`config.mk`:
```
export PLATFORM = sky130hd
export DESIGN_NAME = peak_detector_flat
export DESIGN_NICKNAME = d
export VERILOG_FILES = /design/src/rtl/peak_detector_if.sv /design/src/rtl/peak_detector.sv /design/src/flat_wrapper.sv
export SDC_FILE = /design/constraint.sdc
export NUM_CORES = 1
export LEC_CHECK = 0
export CAP_MARGIN = 20
export CORE_UTILIZATION = 58
export DETAILED_ROUTE_END_ITERATION = 7
export PLACE_DENSITY_LB_ADDON = 0.05
export SLEW_MARGIN = 20
export SYNTH_ARGS = -nofsm -noshare
export SYNTH_HDL_FRONTEND = slang
export SYNTH_SLANG_ARGS = --single-unit
```
`constraint.sdc`:
```
create_clock -name clk -period 4.3 [get_ports clk]
set_clock_uncertainty 0.2 [all_clocks]
set_input_delay 0.645 -clock clk [delete_from_list [all_inputs] [get_ports clk]]
set_output_delay 0.645 -clock clk [all_outputs]
set_load 0.005 [all_outputs]
```
`src/rtl/peak_detector_if.sv`:
```
// Bus bundle for peak_detector: sample/config inputs and pulse measurement results.
interface peak_detector_if #(
  parameter int unsigned DATA_W = 16,
  parameter int unsigned TIME_W = 12,
  parameter int unsigned HOLD_W = 8
);
  logic signed [DATA_W-1:0] input_data;
  logic signed [DATA_W-1:0] threshold;
  logic        [HOLD_W-1:0] holdoff;
  logic signed [DATA_W-1:0] peak_amplitude;
  logic        [TIME_W-1:0] peak_time;
  logic        [TIME_W-1:0] pulse_width;
  logic                     peak_valid;
  logic                     width_ovf;
  logic                     busy;
  logic        [15:0]       event_count;
  logic        [15:0]       reject_count;

  // Source of samples/configuration, consumer of results.
  modport master (
    output input_data, threshold, holdoff,
    input  peak_amplitude, peak_time, pulse_width, peak_valid, width_ovf, busy,
           event_count, reject_count
  );

  // The detector itself.
  modport slave (
    input  input_data, threshold, holdoff,
    output peak_amplitude, peak_time, pulse_width, peak_valid, width_ovf, busy,
           event_count, reject_count
  );
endinterface

```
`src/rtl/peak_detector.sv`:
```
// Threshold-crossing peak detector: measures maximum, time-to-maximum and width of each
// above-threshold pulse, with a programmable dead-time after every pulse end.
module peak_detector #(
  parameter int unsigned DATA_W = 16,
  parameter int unsigned TIME_W = 12,
  parameter int unsigned HOLD_W = 8
) (
  input logic            clk,
  input logic            reset,
  peak_detector_if.slave bus
);

  localparam logic [1:0] StIdle    = 2'd0;
  localparam logic [1:0] StAbove   = 2'd1;
  localparam logic [1:0] StHoldoff = 2'd2;

  localparam logic [TIME_W-1:0] TimeMax = '1;

  logic        [1:0]        r_state;
  logic signed [DATA_W-1:0] r_max;
  logic        [TIME_W-1:0] r_peak_cnt;
  logic        [TIME_W-1:0] r_width_cnt;
  logic        [TIME_W-1:0] r_time_cnt;
  logic                     r_ovf;
  logic        [HOLD_W-1:0] r_hold_cnt;
  logic                     r_prev_above;

  logic signed [DATA_W-1:0] r_peak_amplitude;
  logic        [TIME_W-1:0] r_peak_time;
  logic        [TIME_W-1:0] r_pulse_width;
  logic                     r_peak_valid;
  logic                     r_width_ovf;
  logic        [15:0]       r_event_count;
  logic        [15:0]       r_reject_count;

  logic                     w_above;
  logic                     w_crossing;
  logic                     w_new_max;
  logic                     w_width_sat;
  logic                     w_time_sat;
  logic        [TIME_W-1:0] w_width_nx;
  logic        [TIME_W-1:0] w_time_nx;

  // Detection compares and saturating counter increments.
  always_comb begin
    w_above     = $signed(bus.input_data) > $signed(bus.threshold);
    w_crossing  = w_above & ~r_prev_above;
    w_new_max   = $signed(bus.input_data) > r_max;
    w_width_sat = (r_width_cnt == TimeMax);
    w_time_sat  = (r_time_cnt == TimeMax);
    w_width_nx  = w_width_sat ? r_width_cnt : r_width_cnt + TIME_W'(1);
    w_time_nx   = w_time_sat ? r_time_cnt : r_time_cnt + TIME_W'(1);
  end

  // Pulse FSM, measurement counters and result registers; reset wins over everything.
  always_ff @(posedge clk) begin
    if (reset) begin
      r_state          <= StIdle;
      r_max            <= '0;
      r_peak_cnt       <= '0;
      r_width_cnt      <= '0;
      r_time_cnt       <= '0;
      r_ovf            <= 1'b0;
      r_hold_cnt       <= '0;
      r_prev_above     <= 1'b0;
      r_peak_amplitude <= '0;
      r_peak_time      <= '0;
      r_pulse_width    <= '0;
      r_peak_valid     <= 1'b0;
      r_width_ovf      <= 1'b0;
      r_event_count    <= '0;
      r_reject_count   <= '0;
    end else begin
      r_peak_valid <= 1'b0;
      r_prev_above <= w_above;
      unique case (r_state)
        StIdle: begin
          if (w_above) begin
            r_state     <= StAbove;
            r_max       <= bus.input_data;
            r_peak_cnt  <= '0;
            r_width_cnt <= TIME_W'(1);
            r_time_cnt  <= '0;
            r_ovf       <= 1'b0;
          end
        end
        StAbove: begin
          if (w_above) begin
            r_width_cnt <= w_width_nx;
            r_time_cnt  <= w_time_nx;
            // Sticky: any counter that had to stop counting marks the pulse as overlong.
            if (w_width_sat || w_time_sat) begin
              r_ovf <= 1'b1;
            end
            // Strict compare so ties keep the earliest maximum.
            if (w_new_max) begin
              r_max      <= bus.input_data;
              r_peak_cnt <= w_time_nx;
            end
          end else begin
            r_peak_amplitude <= r_max;
            r_peak_time      <= r_peak_cnt;
            r_pulse_width    <= r_width_cnt;
            r_width_ovf      <= r_ovf;
            r_peak_valid     <= 1'b1;
            r_event_count    <= r_event_count + 16'd1;
            if (bus.holdoff != '0) begin
              r_hold_cnt <= bus.holdoff - HOLD_W'(1);
              r_state    <= StHoldoff;
            end else begin
              r_state <= StIdle;
            end
          end
        end
        StHoldoff: begin
          // Only a fresh rising crossing counts, so a long rejected pulse counts once.
          if (w_crossing) begin
            r_reject_count <= r_reject_count + 16'd1;
          end
          if (r_hold_cnt == '0) begin
            r_state <= StIdle;
          end else begin
            r_hold_cnt <= r_hold_cnt - HOLD_W'(1);
          end
        end
        default: r_state <= StIdle;
      endcase
    end
  end

  assign bus.peak_amplitude = r_peak_amplitude;
  assign bus.peak_time      = r_peak_time;
  assign bus.pulse_width    = r_pulse_width;
  assign bus.peak_valid     = r_peak_valid;
  assign bus.width_ovf      = r_width_ovf;
  assign bus.busy           = (r_state == StAbove) || (r_state == StHoldoff);
  assign bus.event_count    = r_event_count;
  assign bus.reject_count   = r_reject_count;

endmodule

```
`src/flat_wrapper.sv`:
```
// flat-port wrapper written by rule: the top's interface ports become plain ports
module peak_detector_flat 
#(
  parameter int unsigned DATA_W = 16,
  parameter int unsigned TIME_W = 12,
  parameter int unsigned HOLD_W = 8
)
  (clk, reset, bus_input_data, bus_threshold, bus_holdoff, bus_peak_amplitude, bus_peak_time, bus_pulse_width, bus_peak_valid, bus_width_ovf, bus_busy, bus_event_count, bus_reject_count);
  peak_detector_if #(.DATA_W(DATA_W), .TIME_W(TIME_W), .HOLD_W(HOLD_W)) bus_i ();
  input logic clk;
  input logic reset;
  input wire logic [$bits(bus_i.input_data)-1:0] bus_input_data;
  input wire logic [$bits(bus_i.threshold)-1:0] bus_threshold;
  input wire logic [$bits(bus_i.holdoff)-1:0] bus_holdoff;
  output wire logic [$bits(bus_i.peak_amplitude)-1:0] bus_peak_amplitude;
  output wire logic [$bits(bus_i.peak_time)-1:0] bus_peak_time;
  output wire logic [$bits(bus_i.pulse_width)-1:0] bus_pulse_width;
  output wire logic [$bits(bus_i.peak_valid)-1:0] bus_peak_valid;
  output wire logic [$bits(bus_i.width_ovf)-1:0] bus_width_ovf;
  output wire logic [$bits(bus_i.busy)-1:0] bus_busy;
  output wire logic [$bits(bus_i.event_count)-1:0] bus_event_count;
  output wire logic [$bits(bus_i.reject_count)-1:0] bus_reject_count;
  assign bus_i.input_data = bus_input_data;
  assign bus_i.threshold = bus_threshold;
  assign bus_i.holdoff = bus_holdoff;
  assign bus_peak_amplitude = bus_i.peak_amplitude;
  assign bus_peak_time = bus_i.peak_time;
  assign bus_pulse_width = bus_i.pulse_width;
  assign bus_peak_valid = bus_i.peak_valid;
  assign bus_width_ovf = bus_i.width_ovf;
  assign bus_busy = bus_i.busy;
  assign bus_event_count = bus_i.event_count;
  assign bus_reject_count = bus_i.reject_count;
  peak_detector #(.DATA_W(DATA_W), .TIME_W(TIME_W), .HOLD_W(HOLD_W)) u_core (.clk(clk), .reset(reset), .bus(bus_i));
endmodule
```
; Yosys cells after proc, flatten, opt, wreduce, memory -nomap -nowiden
; Index checks and enable logic that the tools add are counted.
[totals]
register_bits = 138
input_bits = 42
output_inout_bits = 75
word_cells = 85
[classes]
addsub = 6
n_lt_le_gt_ge = 2
n_eq_ne = 13
mux = 29
n_bitwise = 4
reduce_logical = 16
[ops]
columns = cell, n
row1 = 12-bit two-way mux, 8
row2 = 12-bit one-hot mux with 2 select lines, 3
row3 = 16-bit two-way mux, 3
row4 = "16-bit by 1-bit adder with 16-bit output, second input constant", 2
row5 = 16-bit greater-than comparator, 2
row6 = 16-bit one-hot mux with 2 select lines, 1
row7 = "12-bit by 1-bit adder with 12-bit output, second input constant", 2
row8 = "12-bit equality test, second input constant", 2
row9 = 8-bit two-way mux, 3
row10 = 8-bit one-hot mux with 2 select lines, 1
row11 = 4-bit AND reduction, 4
row12 = "8-bit by 1-bit subtractor with 8-bit output, second input constant", 2
row13 = "2-bit by 1-bit != test with 1-bit output, second input constant", 6
row14 = 8-bit zero test, 1
row15 = 2-bit two-way mux, 4
row16 = 8-bit nonzero test, 1
row17 = "2-bit != test, second input constant", 3
row18 = 2-bit one-hot mux with 3 select lines, 1
row19 = 3-bit AND reduction, 2
row20 = 1-bit two-way mux, 4
row21 = 2-bit AND reduction, 2
row22 = 2-bit nonzero test, 2
row23 = 1-bit NOT, 3
row24 = "2-bit by 1-bit equality test with 1-bit output, second input constant", 1
row25 = other kinds (6), 7

; Longest topological paths before layout
[depth]
word_depth = 5
ltp_mapped = 12
mapped_depth_nobuf = 10

; Worst setup path after synthesis
; OpenSTA, ideal clock, no wires.
[synth_path]
path_type = input port to flip-flop
startpoint = in bus_threshold[15]
endpoint = reg u_core.r_time_cnt[8]
setup_ns = 0.128
arrival_time_ns = 2.732
required_time_ns = 3.972
path_slack_ns = 1.241
cell_stages = 12
path_buffers = 2
path_cell_list = inv_1 > ha_1 > nand4_2 > nor3_1 > a2111o_1 > o31a_4 > nand3_2 > buf_2 > buf_2 > nor2_1 > a21oi_1 > nor2_1
[synth_via]
elab_chain_len = 3
word_cells_on_any_way = 4
cone_classes = order compare (1) / eq/ne (2) / reduce/logical (1)
[synth_lines]
columns = element, line
row1 = start: declaration, flat_wrapper.sv:13  ; input wire logic [$bits(bus_i.threshold)-1:0] bus_threshold;
row2 = 16-bit greater-than comparator (*), peak_detector.sv:46  ; w_above = $signed(bus.input_data) > $signed(bus.threshold);
row3 = 2-bit by 1-bit != test with 1-bit output (no source line), --
row4 = 3-bit AND reduction (no source line) (*), --
row5 = end signal: assignment, peak_detector.sv:90  ; r_time_cnt <= w_time_nx;
row6 = end: declaration, peak_detector.sv:23  ; logic [TIME_W-1:0] r_time_cnt;
; Every way passes the cells marked *; elsewhere a longest branch is shown, timed or not.
; A chain may end at the register's enable or synchronous reset.

; Worst setup path after layout
[layout_path]
startpoint = in bus_threshold[5]
endpoint = reg u_core.r_peak_amplitude[4], in the netlist u_core.bus.peak_amplitude[4]
[layout_via]
elab_chain_len = 3
[layout_lines]
columns = element, line
row1 = 16-bit greater-than comparator, peak_detector.sv:46
row2 = 1-bit NOT (no source line), --
row3 = 2-bit AND reduction (no source line), --
row4 = end signal: assignment, peak_detector.sv:101  ; r_peak_amplitude <= r_max;
row5 = end: declaration, peak_detector.sv:28  ; logic signed [DATA_W-1:0] r_peak_amplitude;
; Every way passes these cells.

==> summary by stage <==
STA
The hold violation total from the final report is 0. Setup violations remaining at the end of the flow were counted as 0. Setup repair after global routing left no endpoint under its margin. The final worst hold slack is 0.253 ns.

Of the available clock period, the critical path in the final layout requires 0.839. At the pin with the least slew margin, the transition time is between 0.7 and 0.8 ns. For the finished layout, the period the worst path requires is between 3 and 4 ns. The highest attainable clock frequency is ~280 MHz.

The accumulated negative setup slack is 0 ns. Measured against its own limit, the worst slew margin works out to 0.490. The number of pins with negative max-slew slack in the final report is 0.

Critical path
The critical path goes through clkdlybuf4s50_1 -> inv_1 -> ha_1 -> a21oi_1 -> o21ai_0 -> a2111o_1 -> o31a_4 -> a21oi_4 -> buf_4 -> nand2_1 -> a21oi_1. The slowest stage of the critical path belongs to the cell a21oi_4. For the worst setup path, the data required time is between 4 and 5 ns. The cell type with the highest occurrence count on the critical path is a21oi_1. For this run, the slowest stage of the critical path takes about 0.52 ns.

Data on the critical path arrives at its endpoint at 3.75 ns. The nature of the critical path startpoint is an input port. The count of cells along the worst register-to-register path is 11. Along the worst path, the maximum fanout reaches 21.

The class of the most critical setup path is in2reg. The endpoint class of the critical path is a flop.

Yosys
The synthesized netlist occupies a cell area of ~7000 µm². The share of synthesized area in the top cell type comes to 0.395. Of all cell types, the one taking the most synthesized area is dfxtp_1. Synthesis produced a netlist with a net count of about 960. The Yosys step of the flow raised 0 warnings. In the post-synthesis netlist, the biggest area contributors are dfxtp_1, a21oi_1, ha_1, nand2_1, nor2_1. The most used flip-flop cell after synthesis is dfxtp_1. Yosys mapped a number of flops with a built-in enable equal to 0.

The count of cell types in the netlist is 60. The average footprint of a synthesized cell is about 8.0 µm². The sequential cell area fraction in the yosys report is 0.395. The synthesized netlist cell count is 879. The register bit count reported by yosys is 138. The post-synthesis async set-or-reset flop share is 0.

Drt
The detailed-routing iteration count for the pre-antenna-repair pass is 8. The total vias in the final route is 6829. The number of design-rule violations left by the first detailed-router iteration is about 560. The detail route stage leaves a number of antenna-violating nets equal to 0.

After detailed routing, the average wire length per cell comes to about 17 µm. After detailed routing, the number of remaining DRC violations is 11. Summed over all layers, the routed wires come to 18.8 mm. Dividing the detail-routed via count by the number of cells gives ~6.

GRT
The met1 usage is 0.384. The global-route layer with the greatest usage is met2. The sum of overflow across all layers after global routing is 0. The number of global-route vias before repair is 6448. In the global route stage, overall resource usage came out at 0.308.

The wire length of the first global-routing pass is 30.9 mm. Entering global routing, the biggest net connects 75 pins. In the global route stage, met3 resource usage came out at 0.0664.

The number of antenna violations at the first check in global routing came to 0. In the global route stage, met2 resource usage came out at 0.506.

Clock tree
The clock slew seen by the registers of the worst setup and hold paths is 0.06 ns. The root buffer cell is clkbuf_16. The clock insertion delay at the later pin of the skew report is approximately 0.42 ns.

The number of buffers inserted during clock tree synthesis is 17. TritonCTS built the clock tree. The clock sink total is approximately 140. The clock passes through at most 2 buffers. The CTS H-tree depth is 4. In this run, post-CTS repair resized a total of 0 instances. In this run the post-CTS setup repair buffer count came out at 0. The post-cts hold buffer count is 0.

Floorplan
The die is 112 µm tall. The region available for standard cell placement spans between 10000 and 15000 µm². For this configuration, the core starts out at a cell density of 0.604. The floorplan has 39 rows. The die width is approximately 110 µm. The die area is around 12000 µm². The number of placed I/O pins is roughly 120.

Power
The areal power density over the cells is ~460 nW/µm². The leakage power is about 3.4 nW. The worst supply voltage drop on vdd is between 0.2 and 0.3 mV.

Run status
The flow ran to the end, but the final reports show violations. The checks that failed: design-rule violations.

Finish
0 antenna diodes ended up in the layout. The ratio of cells with drive above 1 in the final layout is 0.0734. At the end of the flow, the number of nets in the layout was approximately 1100.

From synthesis to final layout, the design area changed by 26.8%. After filler insertion, the fill cell instance count of the layout stands at about 870.

Place
The weighted congestion at the end of routability-driven global placement is between 0.9 and 1. Detailed placement finished with a half-perimeter wire length of 13.5 mm. The number of port buffers is ~120.

Hold path
Counting instances, the worst hold path has a depth of 2. The worst min-delay path class is reg2reg.

Run
The tool flagged a number of max-cap violations equal to 0.
==> worst paths after layout <==
kind                             from                           end  slack [ns]
max                  bus_threshold[5]  u_core.bus.peak_amplitude[4]        0.69
max reg2reg           u_core.r_max[5]              u_core.r_max[12]        1.19
min reg2reg  u_core.bus.peak_time[11]      u_core.bus.peak_time[11]        0.25
min          u_core.bus.peak_time[11]      u_core.bus.peak_time[11]        0.25
==> layout by cell type (no fill, tap or decap), types with 9 or more instances in the layout <==
cell type and n:
xor2_1 18, ha_1 40, a21oi_1 107, nand2_1 125
clkbuf_16 17, dfxtp_1 138, mux2i_1 11, nor2_1 69
xnor2_1 12, clkdlybuf4s50_1 115, nand3_1 44, and3_1 14
nand4_1 27, o21ai_0 41, a21o_1 13, buf_4 18
nor3_1 22, and2_1 9, inv_1 43
==> per-stage QoR <==
stage | instance area [µm²] | instances | util | power (mW) | setup slack (ns)
finish | 8860 | 1138 | 0.766 | 4.04 | 0.694
detailed placement | 8250 | 1106 | 0.714 | 2.55 | 0.276
global route | 8860 | 1138 | 0.766 | 4.24 | 0.502
floorplan | 6990 | 879 | - | 2.19 | 1.24
global placement | 8250 | 1106 | 0.714 | 2.51 | 0.338
CTS | 8860 | 1138 | 0.766 | 4.04 | 0.715
==> cell usage after synthesis, drive strengths merged, types with 3 or more instances <==
| cell | number |
|---|---|
| a211oi | 5 |
| a21o | 13 |
| a21oi | 109 |
| a22oi | 4 |
| and2 | 9 |
| and3 | 14 |
| and4 | 6 |
| buf | 16 |
| clkbuf | 33 |
| dfxtp | 138 |
| ha | 40 |
| inv | 43 |
| mux2i | 11 |
| nand2 | 125 |
| nand2b | 4 |
| nand3 | 45 |
| nand3b | 3 |
| nand4 | 28 |
| nor2 | 69 |
| nor2b | 5 |
| nor3 | 24 |
| nor4 | 5 |
| o21a | 3 |
| o21ai | 44 |
| o22ai | 4 |
| or2 | 8 |
| or3 | 8 |
| or4 | 6 |
| xnor2 | 12 |
| xor2 | 18 |
==> registers in the layout (all words and copies together) (netlist names) <==
signal and cells:
u_core.bus.pulse_width 12, u_core.r_time_cnt 12, u_core.bus.peak_valid 1, u_core.r_max 16, u_core.bus.width_ovf 1, u_core.bus.peak_amplitude 16
u_core.bus.reject_count 16, u_core.bus.event_count 16, u_core.bus.peak_time 12, u_core.r_peak_cnt 12, u_core.r_ovf 1, u_core.r_prev_above 1
u_core.r_width_cnt 12, u_core.r_state 2, u_core.r_hold_cnt 8
==> cells by family (layout without fill, tap and decap cells) <==
| family | count (synthesis) | in the layout | synth area share |
|---|---|---|---|
| AOI/OAI and AO/OA | 201 | 201 | 0.169 |
| xor gates and xnor gates | 30 | 30 | 0.0376 |
| adders and majority gates | 40 | 40 | 0.0716 |
| buffers and inverters | 94 | 210 | 0.0550 |
| DFF | 138 | 138 | 0.395 |
| muxes | 13 | 13 | 0.0190 |
| and+or+nand+nor | 363 | 363 | 0.252 |
==> report_power, final <==
part	switching (mW)	leakage, nW	total [mW]	internal (mW)
combinational	0.685	1.96	1.10	0.415
clock	0.562	0.297	1.49	0.929
sequential	0.0828	1.12	1.45	1.37
total	1.33	3.37	4.04	2.71
==> routing by layer <==
| layer | wire length, µm | up-vias |
|---|---|---|
| met5 | 0 | - |
| met4 | 629 | 0 |
| met3 | 1450 | 53 |
| met2 | 8790 | 305 |
| met1 | 7910 | 3187 |
| li1 | - | 3284 |
==> critical path: cells and delay by family <==
| family | cells | cell delay (ns) |
|---|---|---|
| buffers and inverters | 3 | 0.83 |
| adder cells (fa/ha/maj) | 1 | 0.31 |
| AND/OR/NAND/NOR | 1 | 0.09 |
| AO/OA/AOI/OAI | 6 | 1.87 |
==> cell type report <==
cell class,instances,area (µm²),share of cell area
multi-input cells,647,3860,0.435
inverters,45,169,0.0191
repair buffers,133,1290,0.145
clock buffers,18,439,0.0496
flip-flops and latches,138,2760,0.312
clock inverters,14,169,0.0191
well taps,143,179,0.0202
Power figures use the tool's default switching activity.
==> patch, RTL diff (same flow settings) <==
Reset style: asynchronous (`reset`), changed in one clocked block.
--- a/src/rtl/peak_detector.sv
+++ b/src/rtl/peak_detector.sv
@@ -54,5 +54,5 @@
 
   // Pulse FSM, measurement counters and result registers; reset wins over everything.
-  always_ff @(posedge clk) begin
+  always_ff @(posedge clk or posedge reset) begin
     if (reset) begin
       r_state          <= StIdle;
Formal check against the unedited RTL: differs if reset is asserted again (counterexample within 4 cycles, from zero or initial values and one cycle with reset high); with reset held inactive, the same outputs for 4 cycles.
==> patch against the original RTL <==
- design area is 3.9% higher
- sequential cell count is the same
- combinational power up 63%
- worst setup slack worse by 0.14 ns
- synthesized area rose by 3.4%
- first-iteration DRC count is 29% lower
- via count decreased by 17%
- total power is 28% higher
- highest routed layer unchanged
- wire length down 13%
- utilization down 0.32 points
- count of clock-buffer cells in the layout rose by 2
==> patch: results (changes against the original RTL) <==
comb pwr 1.79 mW (was 1.10 mW); met2 wire length 7.91 mm (was 8.79 mm); Worst Tran Pin Value 0.979 ns (was 0.764 ns); M2 GR Usage 44.1% (was 50.6%); DR iter-0 viols 398 (was 564); Post-synth top cells dfrtp_1 (138), mux2_2 (52), a21oi_1 (45), inv_1 (45), ha_1 (40) (was dfxtp_1 (138), nand2_1 (125), a21oi_1 (107), nor2_1 (69), nand3_1 (44)); GPL Wtd Cong 0.884 (was 0.964); RR Startpoint u_core.r_max[15]$_DFFE_PP0P_ (was u_core.r_max[5]$_SDFFE_PP0P_); total vias in the final route 5,653 (was 6,829); maximum net fanout on the critical path 28 (was 21); slowest cell on the critical path o21ai_4 (was a21oi_4); dpl ws 0.207 ns (was 0.276 ns); xor-xnor portion of the synthesized cell area 4.48% (was 3.76%); DRT Pass-1 Iters 7 (was 8); FILL cells 792 (was 871); Async SR Flop Fraction 100% (was 0%); switching share of power 32.5% (was 32.9%); M3 GR Usage 5.84% (was 6.64%); mux cell area share after synthesis 10.9% (was 1.90%); register area share after synthesis 47.8% (was 39.5%); min-delay src u_core.bus.event_count[15]$_DFFE_PP0P_ (was u_core.bus.peak_time[11]$_SDFFE_PP0P_); placed cell areas 0.00859 mm^2 (was 0.00825 mm^2); gr usage total 26.9% (was 30.8%); Leak 4.19 nW (was 3.37 nW); HPWL Detailed 11.3 mm (was 13.5 mm); Comb pwr share 34.6% (was 27.2%); Net Count, Synth 754 (was 961); synth top area cells dfrtp_1 (48%), mux2_2 (8.1%), ha_1 (6.9%) (was dfxtp_1 (40%), a21oi_1 (7.7%), ha_1 (7.2%)); status finished clean (was complete, but fails checks); largest net degree at the start of global routing 53 (was 75); synth unique cells 54 (was 60)
patch: layout make-up:
type	instances	area, um^2	share of cell area, %
clock buffer	20	447	4.85
clock inverter	12	163	1.77
inverter	45	173	1.88
multi-input combinational	463	3470	37.8
sequential	138	3450	37.5
tap	168	210	2.28
timing repair buffer	129	1280	13.9
patch: path summary, 6_finish.rpt:
check                      cells past startpoint  slack [ns]                                endpoint
min in group asynchronous                      2        0.59  u_core.bus.event_count[15]$_DFFE_PP0P_
max in group asynchronous                      3        2.45      u_core.r_width_cnt[10]$_DFFE_PP0P_
max reg2reg                                    9        0.82            u_core.r_max[10]$_DFFE_PP0P_
min reg2reg                                    1        0.28  u_core.bus.event_count[15]$_DFFE_PP0P_
min                                            1        0.28  u_core.bus.event_count[15]$_DFFE_PP0P_
max                                            9        0.55            u_core.r_max[10]$_DFFE_PP0P_
